--- config.mk ---
export PLATFORM = sky130hd
export DESIGN_NAME = hetic_nest_ctrl_flat
export DESIGN_NICKNAME = d
export VERILOG_FILES = /design/src/rtl/hetic_nest_ctrl_if.sv /design/src/rtl/hetic_nest_ctrl.sv /design/src/flat_wrapper.sv
export SDC_FILE = /design/constraint.sdc
export NUM_CORES = 1
export LEC_CHECK = 0
export ABC_AREA = 1
export CORE_UTILIZATION = 55
export DETAILED_ROUTE_END_ITERATION = 8
export HOLD_SLACK_MARGIN = 0.12
export PLACE_DENSITY_LB_ADDON = 0.08
export SETUP_SLACK_MARGIN = 0.5
export SYNTH_ARGS = -nofsm -noshare
export SYNTH_HDL_FRONTEND = slang
export SYNTH_SLANG_ARGS = --single-unit
--- constraint.sdc ---
create_clock -name clk_i -period 8.7 [get_ports clk_i]
set_input_delay 0.87 -clock clk_i [delete_from_list [all_inputs] [get_ports clk_i]]
set_output_delay 0.87 -clock clk_i [all_outputs]
set_load 0.01 [all_outputs]
--- src/rtl/hetic_nest_ctrl_if.sv ---
// Interface between the HETIC arbiter, the nesting controller and the core interrupt port.
// The slave side is the controller; the master side drives arbiter/core inputs and observes results.
interface hetic_nest_ctrl_if #(
  parameter int NrIrqLines = 64,
  parameter int NrIrqPrios = 32,
  parameter int StackDepth = 8
);
  localparam int IrqWidth   = $clog2(NrIrqLines);
  localparam int PrioWidth  = $clog2(NrIrqPrios);
  localparam int DepthWidth = $clog2(StackDepth + 1);

  logic                  arb_valid_i;
  logic [IrqWidth-1:0]   arb_id_i;
  logic [PrioWidth-1:0]  arb_level_i;
  logic                  arb_nest_i;
  logic                  arb_heti_i;
  logic                  core_irq_o;
  logic [IrqWidth-1:0]   core_irq_id_o;
  logic [PrioWidth-1:0]  core_irq_level_o;
  logic                  core_irq_heti_o;
  logic                  core_take_i;
  logic                  core_mret_i;
  logic                  hetic_ack_o;
  logic [IrqWidth-1:0]   hetic_ack_id_o;
  logic [PrioWidth-1:0]  cur_level_o;
  logic [DepthWidth-1:0] depth_o;
  logic                  underflow_o;

  modport master (
    output arb_valid_i, arb_id_i, arb_level_i, arb_nest_i, arb_heti_i,
    output core_take_i, core_mret_i,
    input  core_irq_o, core_irq_id_o, core_irq_level_o, core_irq_heti_o,
    input  hetic_ack_o, hetic_ack_id_o, cur_level_o, depth_o, underflow_o
  );

  modport slave (
    input  arb_valid_i, arb_id_i, arb_level_i, arb_nest_i, arb_heti_i,
    input  core_take_i, core_mret_i,
    output core_irq_o, core_irq_id_o, core_irq_level_o, core_irq_heti_o,
    output hetic_ack_o, hetic_ack_id_o, cur_level_o, depth_o, underflow_o
  );
endinterface

--- src/rtl/hetic_nest_ctrl.sv ---
// Offers the HETIC arbiter winner to the core when it may preempt the running level,
// acks the taken line back to the HETIC and keeps the preemption nesting stack.
module hetic_nest_ctrl #(
  parameter int NrIrqLines = 64,
  parameter int NrIrqPrios = 32,
  parameter int StackDepth = 8
) (
  input logic           clk_i,
  input logic           rst_i,
  hetic_nest_ctrl_if.slave bus
);
  localparam int IrqWidth   = $clog2(NrIrqLines);
  localparam int PrioWidth  = $clog2(NrIrqPrios);
  localparam int DepthWidth = $clog2(StackDepth + 1);

  localparam logic [1:0] ST_IDLE  = 2'd0;
  localparam logic [1:0] ST_OFFER = 2'd1;
  localparam logic [1:0] ST_ACK   = 2'd2;

  logic [1:0]            r_state;
  logic [PrioWidth-1:0]  r_stkLevel [StackDepth];
  logic [StackDepth-1:0] r_stkNest;
  logic [DepthWidth-1:0] r_depth;
  logic                  r_underflow;
  logic                  r_offer;
  logic [IrqWidth-1:0]   r_offId;
  logic [PrioWidth-1:0]  r_offLevel;
  logic                  r_offNest;
  logic                  r_offHeti;
  logic                  r_ack;
  logic [IrqWidth-1:0]   r_ackId;

  logic [PrioWidth-1:0]  w_topLevel;
  logic                  w_topNest;
  logic                  w_eligible;
  logic                  w_take;
  logic                  w_pop;
  logic [DepthWidth-1:0] w_baseDepth;

  always_comb begin
    w_topLevel = '0;
    w_topNest  = 1'b0;
    for (int i = 0; i < StackDepth; i++) begin
      if (r_depth == DepthWidth'(i + 1)) begin
        w_topLevel = r_stkLevel[i];
        w_topNest  = r_stkNest[i];
      end
    end
  end

  // Equal level never preempts; a non-nestable handler blocks everything until it returns.
  assign w_eligible = bus.arb_valid_i && (bus.arb_level_i != '0) &&
                      (r_depth < DepthWidth'(StackDepth)) &&
                      ((r_depth == '0) || (w_topNest && (bus.arb_level_i > w_topLevel)));

  assign w_take      = (r_state == ST_OFFER) && bus.core_take_i;
  assign w_pop       = bus.core_mret_i && (r_depth != '0);
  assign w_baseDepth = w_pop ? (r_depth - DepthWidth'(1)) : r_depth;

  // A same-cycle return and take pops first, so the new entry replaces the old top.
  always_ff @(posedge clk_i or posedge rst_i) begin
    if (rst_i) begin
      r_depth     <= '0;
      r_underflow <= 1'b0;
      r_stkNest   <= '0;
      for (int i = 0; i < StackDepth; i++) r_stkLevel[i] <= '0;
    end else begin
      if (bus.core_mret_i && (r_depth == '0)) r_underflow <= 1'b1;
      if (w_take && (w_baseDepth < DepthWidth'(StackDepth))) begin
        for (int i = 0; i < StackDepth; i++) begin
          if (w_baseDepth == DepthWidth'(i)) begin
            r_stkLevel[i] <= r_offLevel;
            r_stkNest[i]  <= r_offNest;
          end
        end
        r_depth <= w_baseDepth + DepthWidth'(1);
      end else begin
        r_depth <= w_baseDepth;
      end
    end
  end

  always_ff @(posedge clk_i or posedge rst_i) begin
    if (rst_i) begin
      r_state    <= ST_IDLE;
      r_offer    <= 1'b0;
      r_offId    <= '0;
      r_offLevel <= '0;
      r_offNest  <= 1'b0;
      r_offHeti  <= 1'b0;
      r_ack      <= 1'b0;
      r_ackId    <= '0;
    end else begin
      case (r_state)
        ST_IDLE: begin
          r_ack <= 1'b0;
          if (w_eligible) begin
            r_state    <= ST_OFFER;
            r_offer    <= 1'b1;
            r_offId    <= bus.arb_id_i;
            r_offLevel <= bus.arb_level_i;
            r_offNest  <= bus.arb_nest_i;
            r_offHeti  <= bus.arb_heti_i;
          end
        end
        ST_OFFER: begin
          if (bus.core_take_i) begin
            r_state <= ST_ACK;
            r_offer <= 1'b0;
            r_ack   <= 1'b1;
            r_ackId <= r_offId;
          end else if (!w_eligible || (bus.arb_id_i != r_offId)) begin
            r_state <= ST_IDLE;
            r_offer <= 1'b0;
          end
        end
        // One idle cycle after the ack gives the HETIC time to clear the pending bit.
        ST_ACK: begin
          r_state <= ST_IDLE;
          r_ack   <= 1'b0;
        end
        default: begin
          r_state <= ST_IDLE;
          r_offer <= 1'b0;
          r_ack   <= 1'b0;
        end
      endcase
    end
  end

  assign bus.core_irq_o       = r_offer;
  assign bus.core_irq_id_o    = r_offId;
  assign bus.core_irq_level_o = r_offLevel;
  assign bus.core_irq_heti_o  = r_offHeti;
  assign bus.hetic_ack_o      = r_ack;
  assign bus.hetic_ack_id_o   = r_ackId;
  assign bus.cur_level_o      = w_topLevel;
  assign bus.depth_o          = r_depth;
  assign bus.underflow_o      = r_underflow;
endmodule

--- src/flat_wrapper.sv ---
// flat-port wrapper written by rule: the top's interface ports become plain ports
module hetic_nest_ctrl_flat 
#(
  parameter int NrIrqLines = 64,
  parameter int NrIrqPrios = 32,
  parameter int StackDepth = 8
)
  (clk_i, rst_i, bus_arb_valid_i, bus_arb_id_i, bus_arb_level_i, bus_arb_nest_i, bus_arb_heti_i, bus_core_take_i, bus_core_mret_i, bus_core_irq_o, bus_core_irq_id_o, bus_core_irq_level_o, bus_core_irq_heti_o, bus_hetic_ack_o, bus_hetic_ack_id_o, bus_cur_level_o, bus_depth_o, bus_underflow_o);
  hetic_nest_ctrl_if #(.NrIrqLines(NrIrqLines), .NrIrqPrios(NrIrqPrios), .StackDepth(StackDepth)) bus_i ();
  input logic clk_i;
  input logic rst_i;
  input wire logic [$bits(bus_i.arb_valid_i)-1:0] bus_arb_valid_i;
  input wire logic [$bits(bus_i.arb_id_i)-1:0] bus_arb_id_i;
  input wire logic [$bits(bus_i.arb_level_i)-1:0] bus_arb_level_i;
  input wire logic [$bits(bus_i.arb_nest_i)-1:0] bus_arb_nest_i;
  input wire logic [$bits(bus_i.arb_heti_i)-1:0] bus_arb_heti_i;
  input wire logic [$bits(bus_i.core_take_i)-1:0] bus_core_take_i;
  input wire logic [$bits(bus_i.core_mret_i)-1:0] bus_core_mret_i;
  output wire logic [$bits(bus_i.core_irq_o)-1:0] bus_core_irq_o;
  output wire logic [$bits(bus_i.core_irq_id_o)-1:0] bus_core_irq_id_o;
  output wire logic [$bits(bus_i.core_irq_level_o)-1:0] bus_core_irq_level_o;
  output wire logic [$bits(bus_i.core_irq_heti_o)-1:0] bus_core_irq_heti_o;
  output wire logic [$bits(bus_i.hetic_ack_o)-1:0] bus_hetic_ack_o;
  output wire logic [$bits(bus_i.hetic_ack_id_o)-1:0] bus_hetic_ack_id_o;
  output wire logic [$bits(bus_i.cur_level_o)-1:0] bus_cur_level_o;
  output wire logic [$bits(bus_i.depth_o)-1:0] bus_depth_o;
  output wire logic [$bits(bus_i.underflow_o)-1:0] bus_underflow_o;
  assign bus_i.arb_valid_i = bus_arb_valid_i;
  assign bus_i.arb_id_i = bus_arb_id_i;
  assign bus_i.arb_level_i = bus_arb_level_i;
  assign bus_i.arb_nest_i = bus_arb_nest_i;
  assign bus_i.arb_heti_i = bus_arb_heti_i;
  assign bus_i.core_take_i = bus_core_take_i;
  assign bus_i.core_mret_i = bus_core_mret_i;
  assign bus_core_irq_o = bus_i.core_irq_o;
  assign bus_core_irq_id_o = bus_i.core_irq_id_o;
  assign bus_core_irq_level_o = bus_i.core_irq_level_o;
  assign bus_core_irq_heti_o = bus_i.core_irq_heti_o;
  assign bus_hetic_ack_o = bus_i.hetic_ack_o;
  assign bus_hetic_ack_id_o = bus_i.hetic_ack_id_o;
  assign bus_cur_level_o = bus_i.cur_level_o;
  assign bus_depth_o = bus_i.depth_o;
  assign bus_underflow_o = bus_i.underflow_o;
  hetic_nest_ctrl #(.NrIrqLines(NrIrqLines), .NrIrqPrios(NrIrqPrios), .StackDepth(StackDepth)) u_core (.clk_i(clk_i), .rst_i(rst_i), .bus(bus_i));
endmodule
==> metrics.txt <==
Synth top area share=0.478; CTS resizes=0; Critical Path Source Type=flip-flop; clock sink count=76; syn_area_per_cell=8.64 sq um; FFs w/ async S/R, synth=1.00; Top Ports=48; gr usage total=0.274; Total Negative Setup Slacks=0 ps; Routed WL per cell=14.9 microns; CTS tree=done; root buf cell=clkbuf_8; area delta synth->final=18.9%; power density cells=303 nW/um^2; Slew @ Worst Pin=967 ps; antenna viol nets, final=0; Post-DP HPWL=6.49 mm; clk buf depth=2; Die ar.=7590 sq um; grt met3 use=0.0521; Synth Cell Area=3980 sq um; Critical Path AT=3040 ps; Buf+Inv Stages, Crit Path=5; Die Height=87.1 microns; VDD IR max=0.000163 V; register area=1900 sq um; Synth cell types=38; maximum number of pins on one net before global-route repair=77; layout cells sized above 1=0.136; Post-CTS Setup Inserts=0; CP top delay family=buffers and inverters; Fin Clk Skew=5.65 ps; DR vias/cell=5.21; WL final=9.15 mm; Final Non-Filler Cells=612; status=complete, no violations; first-pass GRT wire length=15.6 mm; clk_lat worst skew=350 ps; top cells by area, synth=dfrtp_1, nand2_1, inv_1; Slowest-stage cell, CP=clkdlybuf4s50_1; largest area contributor in the netlist=dfrtp_1; Net count, final=542; met1 Use GR=0.379; CTS HTree Levels=3; leakage power=0.00233 uW; port bufs=47; die width=87.1 microns; Synthesis Warnings=0; endpoints failing setup=0; commonest non-fill, non-tap cell in the layout=nand2_1; ANT cells=0; Hold Path Class=flip-flop to flip-flop; global routing's busiest layer=met2; CTS Hold Bufs=0; placed insts=596; unrepaired setup endpoints after global routing=no; ys flop type=dfrtp_1; crit end category=primary output; initial core utilization=0.577; Synth Register Bits=76; MaxCap Viol Count=0; DR DRC count=0; initial DRC count=210; DRT Pass-1 Iters=4; EDFF count, synth=0; antenna violations before repair=0; area of the multi-input gates=1800 sq um; row cnt=30; CP peak stage delay=530 ps; Reg clk slew, reported paths=80 ps; Final Cycle Share=0.449; global route overflow=0; Req. time, crit path=7830 ps; grt met2 use=0.422; Final Hold Fails=0; most frequent cells in the layout=nand2_1, dfrtp_1, inv_1; Mapped Nets=492; vias in the first global route=3188; sequential element share of the synthesized area=0.478; CTS buffer count=9; Syn Inst Count=461; fmax=0.256 GHz; largest fanout on the critical path=6; Final Max Tran Viols=0; gpl congestion=0.855; Slew HR=0.355; CP cell instances=inv_1, ha_1, inv_1, nor2_1, inv_1, o21ai_0, nand2_1, o21ai_0, o22ai_1, nand2_1, nand2_1, nand2_1, o21ai_0, inv_1, clkdlybuf4s50_1; Setup CP Type=flip-flop to primary output; Fillers=610; Final min period=3910 ps; area of the core=6910 sq um; routed via count=3186
==> worst paths after layout <==
kind	startpoint	to	slack (ps)	cells after the start
min	u_core.bus.underflow_o$_DFFE_PP0P_	u_core.bus.underflow_o$_DFFE_PP0P_	470	1
max reg2reg	u_core.bus.depth_o[0]$_DFF_PP0_	u_core.bus.core_irq_id_o[0]$_DFFE_PP0P_	4990	21
max	u_core.bus.depth_o[0]$_DFF_PP0_	bus_cur_level_o[2]	4790	15
min in group asynchronous	rst_i	u_core.bus.core_irq_heti_o$_DFFE_PP0P_	1130	3
min reg2reg	u_core.bus.underflow_o$_DFFE_PP0P_	u_core.bus.underflow_o$_DFFE_PP0P_	470	1
max in group asynchronous	rst_i	u_core.r_stkLevel[28]$_DFFE_PP0P_	6940	3
==> layer usage <==
metal	wire, microns	share of wire
met1	4430	0.48
met2	4120	0.45
met3	381	0.042
met4	215	0.024
met5	0	0
==> flip-flops by register name (all words and copies together) (netlist names) <==
| name | count |
|---|---|
| u_core.bus.hetic_ack_o | 1 |
| u_core.bus.hetic_ack_id_o | 6 |
| u_core.r_stkNest | 8 |
| u_core.bus.core_irq_id_o | 6 |
| u_core.r_offNest | 1 |
| u_core.bus.core_irq_level_o | 5 |
| u_core.r_state | 2 |
| u_core.bus.core_irq_o | 1 |
| u_core.bus.core_irq_heti_o | 1 |
| u_core.bus.underflow_o | 1 |
| u_core.bus.depth_o | 4 |
| u_core.r_stkLevel | 40 |
==> layout make-up <==
type,instances,area share
Clock inverter,5,0.0158
Tap cell,96,0.0254
Sequential cell,76,0.401
Timing Repair Buffer,49,0.102
Multi-Input combinational cell,319,0.380
Inverter,56,0.0454
Clock buffer,11,0.0298
==> metrics by stage <==
step | hold WS (ps) | setup WS [ps] | util | power (uW) | instance area [sq um]
after floorplan | 451 | 5750 | - | 893 | 3980
after global placement | 457 | 5170 | 0.655 | 1120 | 4520
after detailed placement | 463 | 5070 | 0.655 | 1140 | 4520
after CTS | 476 | 4770 | 0.686 | 1440 | 4740
after global routing | 500 | 4510 | 0.686 | 1540 | 4740
final | 471 | 4790 | 0.686 | 1440 | 4740
==> cells by family (layout without fill, tap and decap cells) <==
family          after synthesis  count (layout)  synth area share
simple gates                194             194             0.224
compound gates               95              95             0.145
flops                        76              76             0.478
buf+inv                      66             121            0.0710
fa+ha+maj                    13              13            0.0408
mux                           9               9            0.0245
xor+xnor                      8               8            0.0176
==> where the power goes <==
group | internal [uW] | leakage (uW) | total (uW) | switching (uW)
Clock | 168 | 0.000113 | 298 | 130
Combinational | 259 | 0.00124 | 616 | 356
Sequential | 431 | 0.000978 | 523 | 92.2
Total | 859 | 0.00233 | 1440 | 578
==> Yosys cell counts (3+ instances only) <==
| cell type | instances |
|---|---|
| nand2_1 | 132 |
| dfrtp_1 | 76 |
| inv_1 | 54 |
| o21ai_0 | 36 |
| o21ai_1 | 25 |
| nand3_1 | 17 |
| nor2_1 | 17 |
| o21ai_2 | 17 |
| ha_1 | 13 |
| buf_2 | 6 |
| mux2_2 | 6 |
| nand2_2 | 6 |
| o21bai_1 | 5 |
| nand3_2 | 4 |
| nor2_4 | 4 |
| or2_2 | 4 |
| xnor2_1 | 4 |
| xor2_1 | 4 |
| a21boi_0 | 3 |
| a21oi_1 | 3 |
| buf_6 | 3 |
| mux2i_1 | 3 |
Power figures use the tool's default switching activity.
